File: config.mk
export PLATFORM = sky130hd
export DESIGN_NAME = mips_data_mem_arbiter
export DESIGN_NICKNAME = d
export VERILOG_FILES = /design/src/rtl/mips_mem_arb_pkg.sv /design/src/rtl/rr_arbiter_2.sv /design/src/rtl/mips_data_mem_arbiter.sv
export SDC_FILE = /design/constraint.sdc
export NUM_CORES = 1
export LEC_CHECK = 0
export ABC_CLOCK_PERIOD_IN_PS = 2450
export CAP_MARGIN = 20
export CORE_UTILIZATION = 40
export CTS_CLUSTER_DIAMETER = 200
export DETAILED_ROUTE_END_ITERATION = 8
export PLACE_DENSITY = 0.8
export SYNTH_ARGS = -nofsm -noshare
export SYNTH_HDL_FRONTEND = slang
export SYNTH_SLANG_ARGS = --single-unit
File: constraint.sdc
create_clock -name clk -period 2.45 [get_ports clk]
set_clock_uncertainty 0.15 [all_clocks]
set_input_delay 0.245 -clock clk [delete_from_list [all_inputs] [get_ports clk]]
set_output_delay 0.245 -clock clk [all_outputs]
set_load 0.01 [all_outputs]
File: src/rtl/mips_mem_arb_pkg.sv
// Shared types and constants for the MIPS data-memory arbiter.
package mips_mem_arb_pkg;

   localparam int DEF_ADDR_W = 32;
   localparam int DEF_DATA_W = 32;
   localparam int CNT_W      = 4;

   localparam logic PORT_A = 1'b0;
   localparam logic PORT_B = 1'b1;

   typedef enum logic [1:0] {
      IDLE   = 2'd0,
      ACCESS = 2'd1,
      DONE   = 2'd2
   } state_t;

endpackage

File: src/rtl/rr_arbiter_2.sv
// Two-requester round-robin pick; purely combinational.
// On a tie the port that did not win last time is chosen.
module rr_arbiter_2
   import mips_mem_arb_pkg::*;
(
   input  logic [1:0] req,
   input  logic       last_grant,
   output logic       grant_vld,
   output logic       grant
);

   always_comb begin
      grant_vld = |req;
      grant     = PORT_A;
      if (req == 2'b11) begin
         grant = ~last_grant;
      end else if (req[PORT_B]) begin
         grant = PORT_B;
      end
   end

endmodule

File: src/rtl/mips_data_mem_arbiter.sv
// Round-robin sharing of one data memory between core (A) and loader (B) ports.
// Done pulses ACCESS_CYCLES+1 cycles after the granting edge; losers wait with req held.
module mips_data_mem_arbiter
   import mips_mem_arb_pkg::*;
#(
   parameter int ADDR_W        = DEF_ADDR_W,
   parameter int DATA_W        = DEF_DATA_W,
   parameter int ACCESS_CYCLES = 1
) (
   input  logic              clk,
   input  logic              rst_n,
   input  logic              a_req,
   input  logic              a_we,
   input  logic [ADDR_W-1:0] a_addr,
   input  logic [DATA_W-1:0] a_wdata,
   output logic              a_done,
   output logic [DATA_W-1:0] a_rdata,
   input  logic              b_req,
   input  logic              b_we,
   input  logic [ADDR_W-1:0] b_addr,
   input  logic [DATA_W-1:0] b_wdata,
   output logic              b_done,
   output logic [DATA_W-1:0] b_rdata,
   output logic [ADDR_W-1:0] mem_address,
   output logic [DATA_W-1:0] write_data,
   output logic              mem_read,
   output logic              mem_write,
   input  logic [DATA_W-1:0] read_data,
   output logic              busy
);

   state_t             state, state_nxt;
   logic [CNT_W-1:0]   cnt, cnt_nxt;
   logic               win;
   logic               last_grant;
   logic               grant_vld;
   logic               grant;
   logic               sel_we;
   logic [ADDR_W-1:0]  sel_addr;
   logic [DATA_W-1:0]  sel_wdata;

   rr_arbiter_2 u_arb (
      .req        ({b_req, a_req}),
      .last_grant (last_grant),
      .grant_vld  (grant_vld),
      .grant      (grant)
   );

   always_comb begin
      sel_we    = a_we;
      sel_addr  = a_addr;
      sel_wdata = a_wdata;
      if (grant == PORT_B) begin
         sel_we    = b_we;
         sel_addr  = b_addr;
         sel_wdata = b_wdata;
      end
   end

   always_ff @(posedge clk or negedge rst_n) begin
      if (!rst_n) begin
         state <= IDLE;
         cnt   <= '0;
      end else begin
         state <= state_nxt;
         cnt   <= cnt_nxt;
      end
   end

   always_comb begin
      state_nxt = state;
      cnt_nxt   = cnt;
      case (state)
         IDLE: begin
            if (grant_vld) begin
               state_nxt = ACCESS;
               cnt_nxt   = CNT_W'(ACCESS_CYCLES - 1);
            end
         end
         ACCESS: begin
            if (cnt == '0) begin
               state_nxt = DONE;
            end else begin
               cnt_nxt = cnt - 1'b1;
            end
         end
         DONE:    state_nxt = IDLE;
         default: state_nxt = IDLE;
      endcase
   end

   // mem_address/write_data double as the latched request; mem_read marks a read in flight.
   always_ff @(posedge clk or negedge rst_n) begin
      if (!rst_n) begin
         win         <= PORT_A;
         last_grant  <= PORT_B;
         mem_address <= '0;
         write_data  <= '0;
         mem_read    <= 1'b0;
         mem_write   <= 1'b0;
         a_done      <= 1'b0;
         b_done      <= 1'b0;
         a_rdata     <= '0;
         b_rdata     <= '0;
         busy        <= 1'b0;
      end else begin
         a_done <= (state == DONE) && (win == PORT_A);
         b_done <= (state == DONE) && (win == PORT_B);
         busy   <= (state_nxt != IDLE);
         if (state == IDLE && grant_vld) begin
            win         <= grant;
            last_grant  <= grant;
            mem_address <= sel_addr;
            write_data  <= sel_wdata;
            mem_read    <= ~sel_we;
            mem_write   <= sel_we;
         end
         if (state == ACCESS && cnt == '0) begin
            mem_read  <= 1'b0;
            mem_write <= 1'b0;
            if (mem_read) begin
               if (win == PORT_A) begin
                  a_rdata <= read_data;
               end else begin
                  b_rdata <= read_data;
               end
            end
         end
      end
   end

endmodule

==> results by group, run 1 <==
Run status
  • Status: finished clean

Detailed routing
  • Post-route ant nets: 0
  • Drc violations: 0
  • Routed wirelength normalized by instance count: approximately 18 um
  • Detailed Route WL: 17100 um
  • DR pass1 iterations: 4
  • Vias: approximately 5000
  • DRT iter0 DRCs: around 190
  • Vias per inst: ~5.2

Pwr
  • Overall power: between 10 and 15 mW
  • Cell Pwr Density: roughly 1200 nW/um^2
  • Leakage: 4.107 nW
  • Peak supply drop: ~500 uV

Worst hold path
  • HP Class: in -> async

STA
  • Number of setup violations in the final report: 0
  • Hold Violations, Final: 0
  • Worst hold slack: ~0.24 ns
  • Fin crit share: approximately nine tenths
  • RSZ-0062 raised after global routing: false
  • Max frequency: between 0.4 and 0.5 GHz
  • Max transition margin: a little under three fifths
  • Worst slew pin tran: around 0.66 ns
  • Tmin final: 2.202 ns
  • Final Slew Violations: 0
  • Post-route setup TNS: 0 ns

Floorplan
  • Core Region: ~15000 um^2
  • Chip height: ~120 um
  • Top Ports: ~300
  • Die width: roughly 120 um
  • # rows: 44
  • DIE AREA: around 15000 um^2
  • Starting density of the core: 41.08%

Logic synthesis
  • Avg Synthesized Cell Area: approximately 13 um^2
  • Synthesized area: roughly 6000 um^2
  • Mapped Cells: 472
  • Post-synth cell types: 33
  • Sequential area share after synthesis: 59.12%
  • Synth Net Count: around 640
  • Synth warnings: 0
  • Synth Register Bits: 141

CTS
  • CTS sink cnt: between 100 and 150
  • H-tree depth: 4
  • Worst-path clk slew: ~0.06 ns
  • Root Driver: clkbuf_16
  • CTS Buf Count: 17
  • CTS tree: yes
  • Clock latency on the worst-skew pair: 0.40 ns
  • Post-CTS Setup Repair Bufs: 0
  • Resized cells post-CTS: 0
  • CTS max path bufs: 2
  • Hold-fix buffers, CTS: 1

Placed design
  • Placed wire-length estimate: 12410 um
  • Placer congestion estimate: between 0.7 and 0.8
  • Port Buffer Count: approximately 300

Worst setup path
  • CP max FO: 32
  • Worst Setup Path Type: reg -> reg
  • Crit-path max cell delay: 0.44 ns
  • CP Capture Type: flip-flop
  • Critical path cell sequence: inv_1 > ha_1 > or3b_4 > nor3_4 > buf_12 > mux2_2
  • Crit path DAT: 2.34 ns
  • Slowest CP cell: or3b_4
  • Req. time, crit path: roughly 2.6 ns
  • Crit start category: flip-flop

Layout
  • Sequential Area: roughly 3500 um^2
  • Share of post-route cells with drive strength above 1: between 10% and 20%
  • Layout Nets: a little over 900
  • # fillers: 1037
  • Finished Core Util: between 60% and 70%
  • Area Overhead vs Synth: 65.23%
  • Multi-input gate area: approximately 2300 um^2

GRT
  • Grt total ovfl: 0
  • Initial antenna violation count: 2
  • Vias in the first global route: 4998
  • Overall Global Routing Usage: approximately 22%
  • First-pass GRT wire length: roughly 25000 um
  • Largest net degree at the start of global routing: slightly above 70

Flow run
  • Maxcap violations: 0
==> routing by layer <==
| layer | GRT usage (%) | wire [um] | up-vias |
|---|---|---|---|
| met5 | 0 | 0 | - |
| met1 | 23.83 | 6425 | 2436 |
| met3 | 7.647 | 1550 | 13 |
| li1 | - | - | 2303 |
| met2 | 39.05 | 8990 | 236 |
| met4 | 7.589 | 133 | 0 |
==> report_power, final <==
part	switching, mW	leakage, nW	internal, mW
clock network	0.945	0.301	1.68
logic	2.21	2.08	3.04
registers	0.604	1.73	3.47
total	3.76	4.11	8.18
==> logic make-up after synthesis <==
| family | Yosys count | share of synthesized area (%) |
|---|---|---|
| adder cells (fa/ha/maj) | 1 | 0.2095 |
| multiplexers | 131 | 23.32 |
| flip-flops | 141 | 59.12 |
| AO/OA/AOI/OAI | 143 | 12.32 |
| buffers and inverters | 37 | 2.913 |
| AND/OR/NAND/NOR | 19 | 2.117 |
==> metrics by stage <==
stage	instance area, um^2	instances	setup WS, ns
floorplan	5971	472	0.3893
global placement	9214	931	0.2377
detailed placement	9214	931	0.1567
CTS	9833	964	0.2364
global route	9866	967	0.1634
finish	9866	967	0.2477
==> registers in the layout, indices dropped and copies added, names as in the netlist <==
name / cells
mem_address: 32
win: 1
a_rdata: 32
state: 2
mem_read: 1
last_grant: 1
busy: 1
cnt: 4
b_done: 1
mem_write: 1
a_done: 1
write_data: 32
b_rdata: 32
==> path summary, 6_finish.rpt <==
kind                            start         endpoint  slack, ns  cells after the start
setup / recovery               cnt[0]      b_rdata[12]       0.25                      6
max in group asynchronous       rst_n   write_data[17]       1.29                      3
min in group clk           a_addr[13]  mem_address[13]       0.31                      3
hold reg to reg            b_rdata[2]       b_rdata[2]       0.34                      1
setup reg to reg               cnt[0]      b_rdata[12]       0.25                      6
hold / removal                  rst_n      a_rdata[27]       0.24                      2
==> Yosys cell counts <==
cell type	instances	area share, %
buf_6	3	0.57
ha_1	1	0.21
mux2_2	63	12
nand3_1	3	0.25
buf_2	10	0.84
mux2i_1	66	11
nor3_4	1	0.27
a21boi_1	1	0.13
o22ai_1	2	0.21
or3b_4	1	0.19
nor3b_1	1	0.13
nor3_1	1	0.084
nor2_1	4	0.25
inv_1	2	0.13
and3b_1	1	0.15
dfrtp_1	140	59
o21ai_0	123	10
a21oi_1	1	0.084
clkbuf_1	22	1.4
mux2_1	2	0.38
nand2b_1	1	0.10
dfstp_2	1	0.44
a22o_1	1	0.15
o31ai_1	1	0.13
nand4b_1	1	0.15
o21ai_1	11	0.92
or2_1	1	0.10
a31oi_1	1	0.10
o2bb2ai_1	1	0.15
o221ai_1	1	0.15
nand2_1	2	0.13
nor3b_2	1	0.21
nor2b_1	1	0.10
==> worst max-delay path, delay by kind of cell (launching register included) <==
kind,cells,cell delay [ns]
fa+ha+maj,1,0.20
buf+inv,2,0.34
flops,1,0.38
mux,1,0.37
simple gates,2,0.65
==> final cells by class <==
type                       count  area share (%)
sequential                   141           35.78
multi-input combinational    294           23.28
clock buffer                  22           4.807
clock inverter                10           1.370
timing repair buffer         312           32.30
antenna                        2         0.05073
inverter                       2         0.07609
tap                          184           2.334
==> cells in the final DEF, fill, tap and decap left out, types with 4 or more instances in the layout <==
cell / instances
clkbuf_16: 17
dfrtp_1: 140
buf_4: 6
clkinv_2: 4
o21ai_1: 11
mux2i_1: 66
mux2_2: 63
clkdlybuf4s50_1: 297
o21ai_0: 122
buf_12: 6
Power figures use the tool's default switching activity.
==> inputs of run 2 (changes only) <==
ABC_CLOCK_PERIOD_IN_PS = 2210   (was 2450)
clock period = 2.21 ns   (was 2.45 ns; I/O delays follow)
==> run 2 against run 1 <==
Routed wire length grew 4.3%. Clock power grew 9.5%. Die area is the same. Maximum frequency grew 1.7%. Setup slack lost 0.20 ns. Critical path type unchanged. Register-to-register slack lost 0.20 ns. Sequential power grew 11%. Critical endpoint is now b_rdata[10]. Sequential cell count is the same. Combinational power grew 13%. Utilization grew 0.46 points.
==> results by group, run 2 (synthesis results as in run 1) <==
Run status
  • Status: finished clean (unchanged)

Detailed routing
  • Drc violations: 0 (unchanged)
  • DR pass1 iterations: 6 (was 4)
  • Detailed Route WL: 17840 um (was 17100 um)
  • Post-route ant nets: 0 (unchanged)
  • DRT iter0 DRCs: 199 (was 185)
  • Routed wirelength normalized by instance count: 18.37 um (was 17.68 um)
  • Vias per inst: 5.256 (was 5.158)
  • Vias: 5104 (was 4988)

Placed design
  • Port Buffer Count: 298 (unchanged)
  • Placer congestion estimate: 0.7780 (was 0.7820)
  • Placed wire-length estimate: 12830 um (was 12410 um)

STA
  • Tmin final: 2.166 ns (was 2.202 ns)
  • Max transition margin: 69.64% (was 56.17%)
  • Final Slew Violations: 0 (unchanged)
  • Max frequency: 0.4618 GHz (was 0.4541 GHz)
  • Fin crit share: 97.99% (was 89.89%)
  • Hold Violations, Final: 0 (unchanged)
  • Number of setup violations in the final report: 0 (unchanged)
  • Worst slew pin tran: 0.4554 ns (was 0.6574 ns)

Layout
  • Most frequent cells in the layout: clkdlybuf4s50_1, dfrtp_1, o21ai_0, mux2i_1, mux2_2 (unchanged)
  • # fillers: 1056 (was 1037)
  • Layout Nets: 942 (was 935)
  • Share of post-route cells with drive strength above 1: 16.01% (was 14.72%)
  • Finished Core Util: 68.34% (was 67.88%)
  • Commonest non-fill, non-tap cell in the layout: clkdlybuf4s50_1 (unchanged)
  • Antenna cells: 0 (was 2)
  • Area Overhead vs Synth: 66.35% (was 65.23%)

Worst setup path
  • Worst Setup Path Type: reg -> reg (unchanged)
  • CP Capture Type: flip-flop (unchanged)
  • Register-to-register setup slack: 0.04 ns (was 0.25 ns)
  • R2R Path End: b_rdata[10] (was b_rdata[12])
  • Crit path DAT: 2.30 ns (was 2.34 ns)
  • R2r startpoint: cnt[0] (unchanged)
  • Worst r2r path cells: 6 (unchanged)
  • CP max FO: 8 (was 32)
  • Req. time, crit path: 2.35 ns (was 2.59 ns)
  • Crit start category: flip-flop (unchanged)

Pwr
  • Cell Pwr Density: 1340 nW/um^2 (was 1210 nW/um^2)
  • Peak supply drop: 700.1 uV (was 496.9 uV)
  • Leakage: 4.142 nW (was 4.107 nW)
  • Overall power: 13.31 mW (was 11.94 mW)

GRT
  • Grt total ovfl: 0 (unchanged)
  • Vias in the first global route: 5280 (was 4998)
  • Initial antenna violation count: 0 (was 2)
  • Overall Global Routing Usage: 22.26% (was 21.85%)
  • First-pass GRT wire length: 25750 um (was 25320 um)
  • Largest net degree at the start of global routing: 72 (unchanged)

Floorplan
  • Chip height: 124.2 um (unchanged)
  • DIE AREA: 15420 um^2 (unchanged)
  • # rows: 44 (unchanged)
  • Top Ports: 299 (unchanged)
  • Core Region: 14530 um^2 (unchanged)
  • Starting density of the core: 41.08% (unchanged)
  • Die width: 124.2 um (unchanged)

Flow run
  • Maxcap violations: 0 (unchanged)

CTS
  • CTS max path bufs: 2 (unchanged)
  • H-tree depth: 4 (unchanged)
  • Root Driver: clkbuf_16 (unchanged)
  • CTS sink cnt: 141 (unchanged)
  • CTS tree: yes (unchanged)
  • Clock latency on the worst-skew pair: 0.41 ns (was 0.40 ns)
  • Worst-path clk slew: 0.06 ns (about the same)
  • CTS Buf Count: 17 (unchanged)

Worst hold path
  • HP Class: in -> async (unchanged)
## run 2: cell types whose count changed in the layout (fill, tap and decap cells not counted), sizes merged
| cell | before | now |
|---|---|---|
| buf | 14 | 20 |
| diode | 2 | 0 |
| bufinv | 3 | 2 |
| clkbuf | 22 | 23 |
| clkinv | 4 | 3 |
| clkinvlp | 1 | 2 |
## run 2: layout make-up
cell class,instances,area [um^2],share of cell area [%]
timing repair buffer,319,3253,32.75
tap,184,230.2,2.318
clock inverter,9,107.6,1.083
inverter,2,7.507,0.07559
sequential,141,3530,35.54
clock buffer,22,494.2,4.976
multi-input combinational,294,2310,23.26
## run 2: worst max path at each step
stage | to | from | slack, ns
floorplan | b_rdata[0] | cnt[0] | 0.15
detailed placement | b_rdata[27] | cnt[0] | 0.03
global placement | b_rdata[24] | cnt[0] | 0.13
global route | b_rdata[10] | cnt[1] | -0.01
CTS | b_rdata[8] | cnt[0] | 0.02
finish | b_rdata[10] | cnt[0] | 0.04
## run 2: stage by stage
step	setup TNS [ns]	std cells	cell area (um^2)	setup WS, ns	hold WS [ns]
floorplan	0	472	5971	0.1493	-0.2246
global placement	0	934	9249	0.1286	-0.09149
detailed placement	0	934	9249	0.03480	-0.08796
CTS	0	966	9861	0.02264	0.04010
global route	-0.1031	971	9932	-0.01256	0.07639
finish	0	971	9932	0.04439	0.06555
## run 2: per-layer routing
| metal | track usage (%) | vias up | wire length (um) | part of all wire [%] |
|---|---|---|---|---|
| met3 | 7.555 | 31 | 1540 | 8.6 |
| met4 | 8.185 | 0 | 367 | 2.1 |
| met1 | 23.69 | 2526 | 6556 | 37 |
| li1 | - | 2311 | - | - |
| met2 | 40.44 | 236 | 9375 | 53 |
| met5 | 0 | - | 0 | 0 |
## run 2: worst max-delay path, cell delays in order, from the launching register on
cell       delay, ns
dfrtp_1         0.39
inv_2           0.09
ha_4            0.14
or3b_4          0.41
nor3_4          0.29
clkbuf_16       0.24
mux2_2          0.33
## run 2: power breakdown
group	internal [mW]	total [mW]	switching (mW)	leakage (nW)
registers	3.84	4.53	0.684	1.73
logic	3.38	5.90	2.52	2.12
clock network	1.81	2.88	1.07	0.295
## run 2: what timing repair did
action | CTS | global route
endpoints found under the setup margin | 0 | 32
setup buffers | 0 | 3
hold buffers | 1 | 0
resized for setup | 0 | 4
endpoints found under the hold margin | 140 | 0
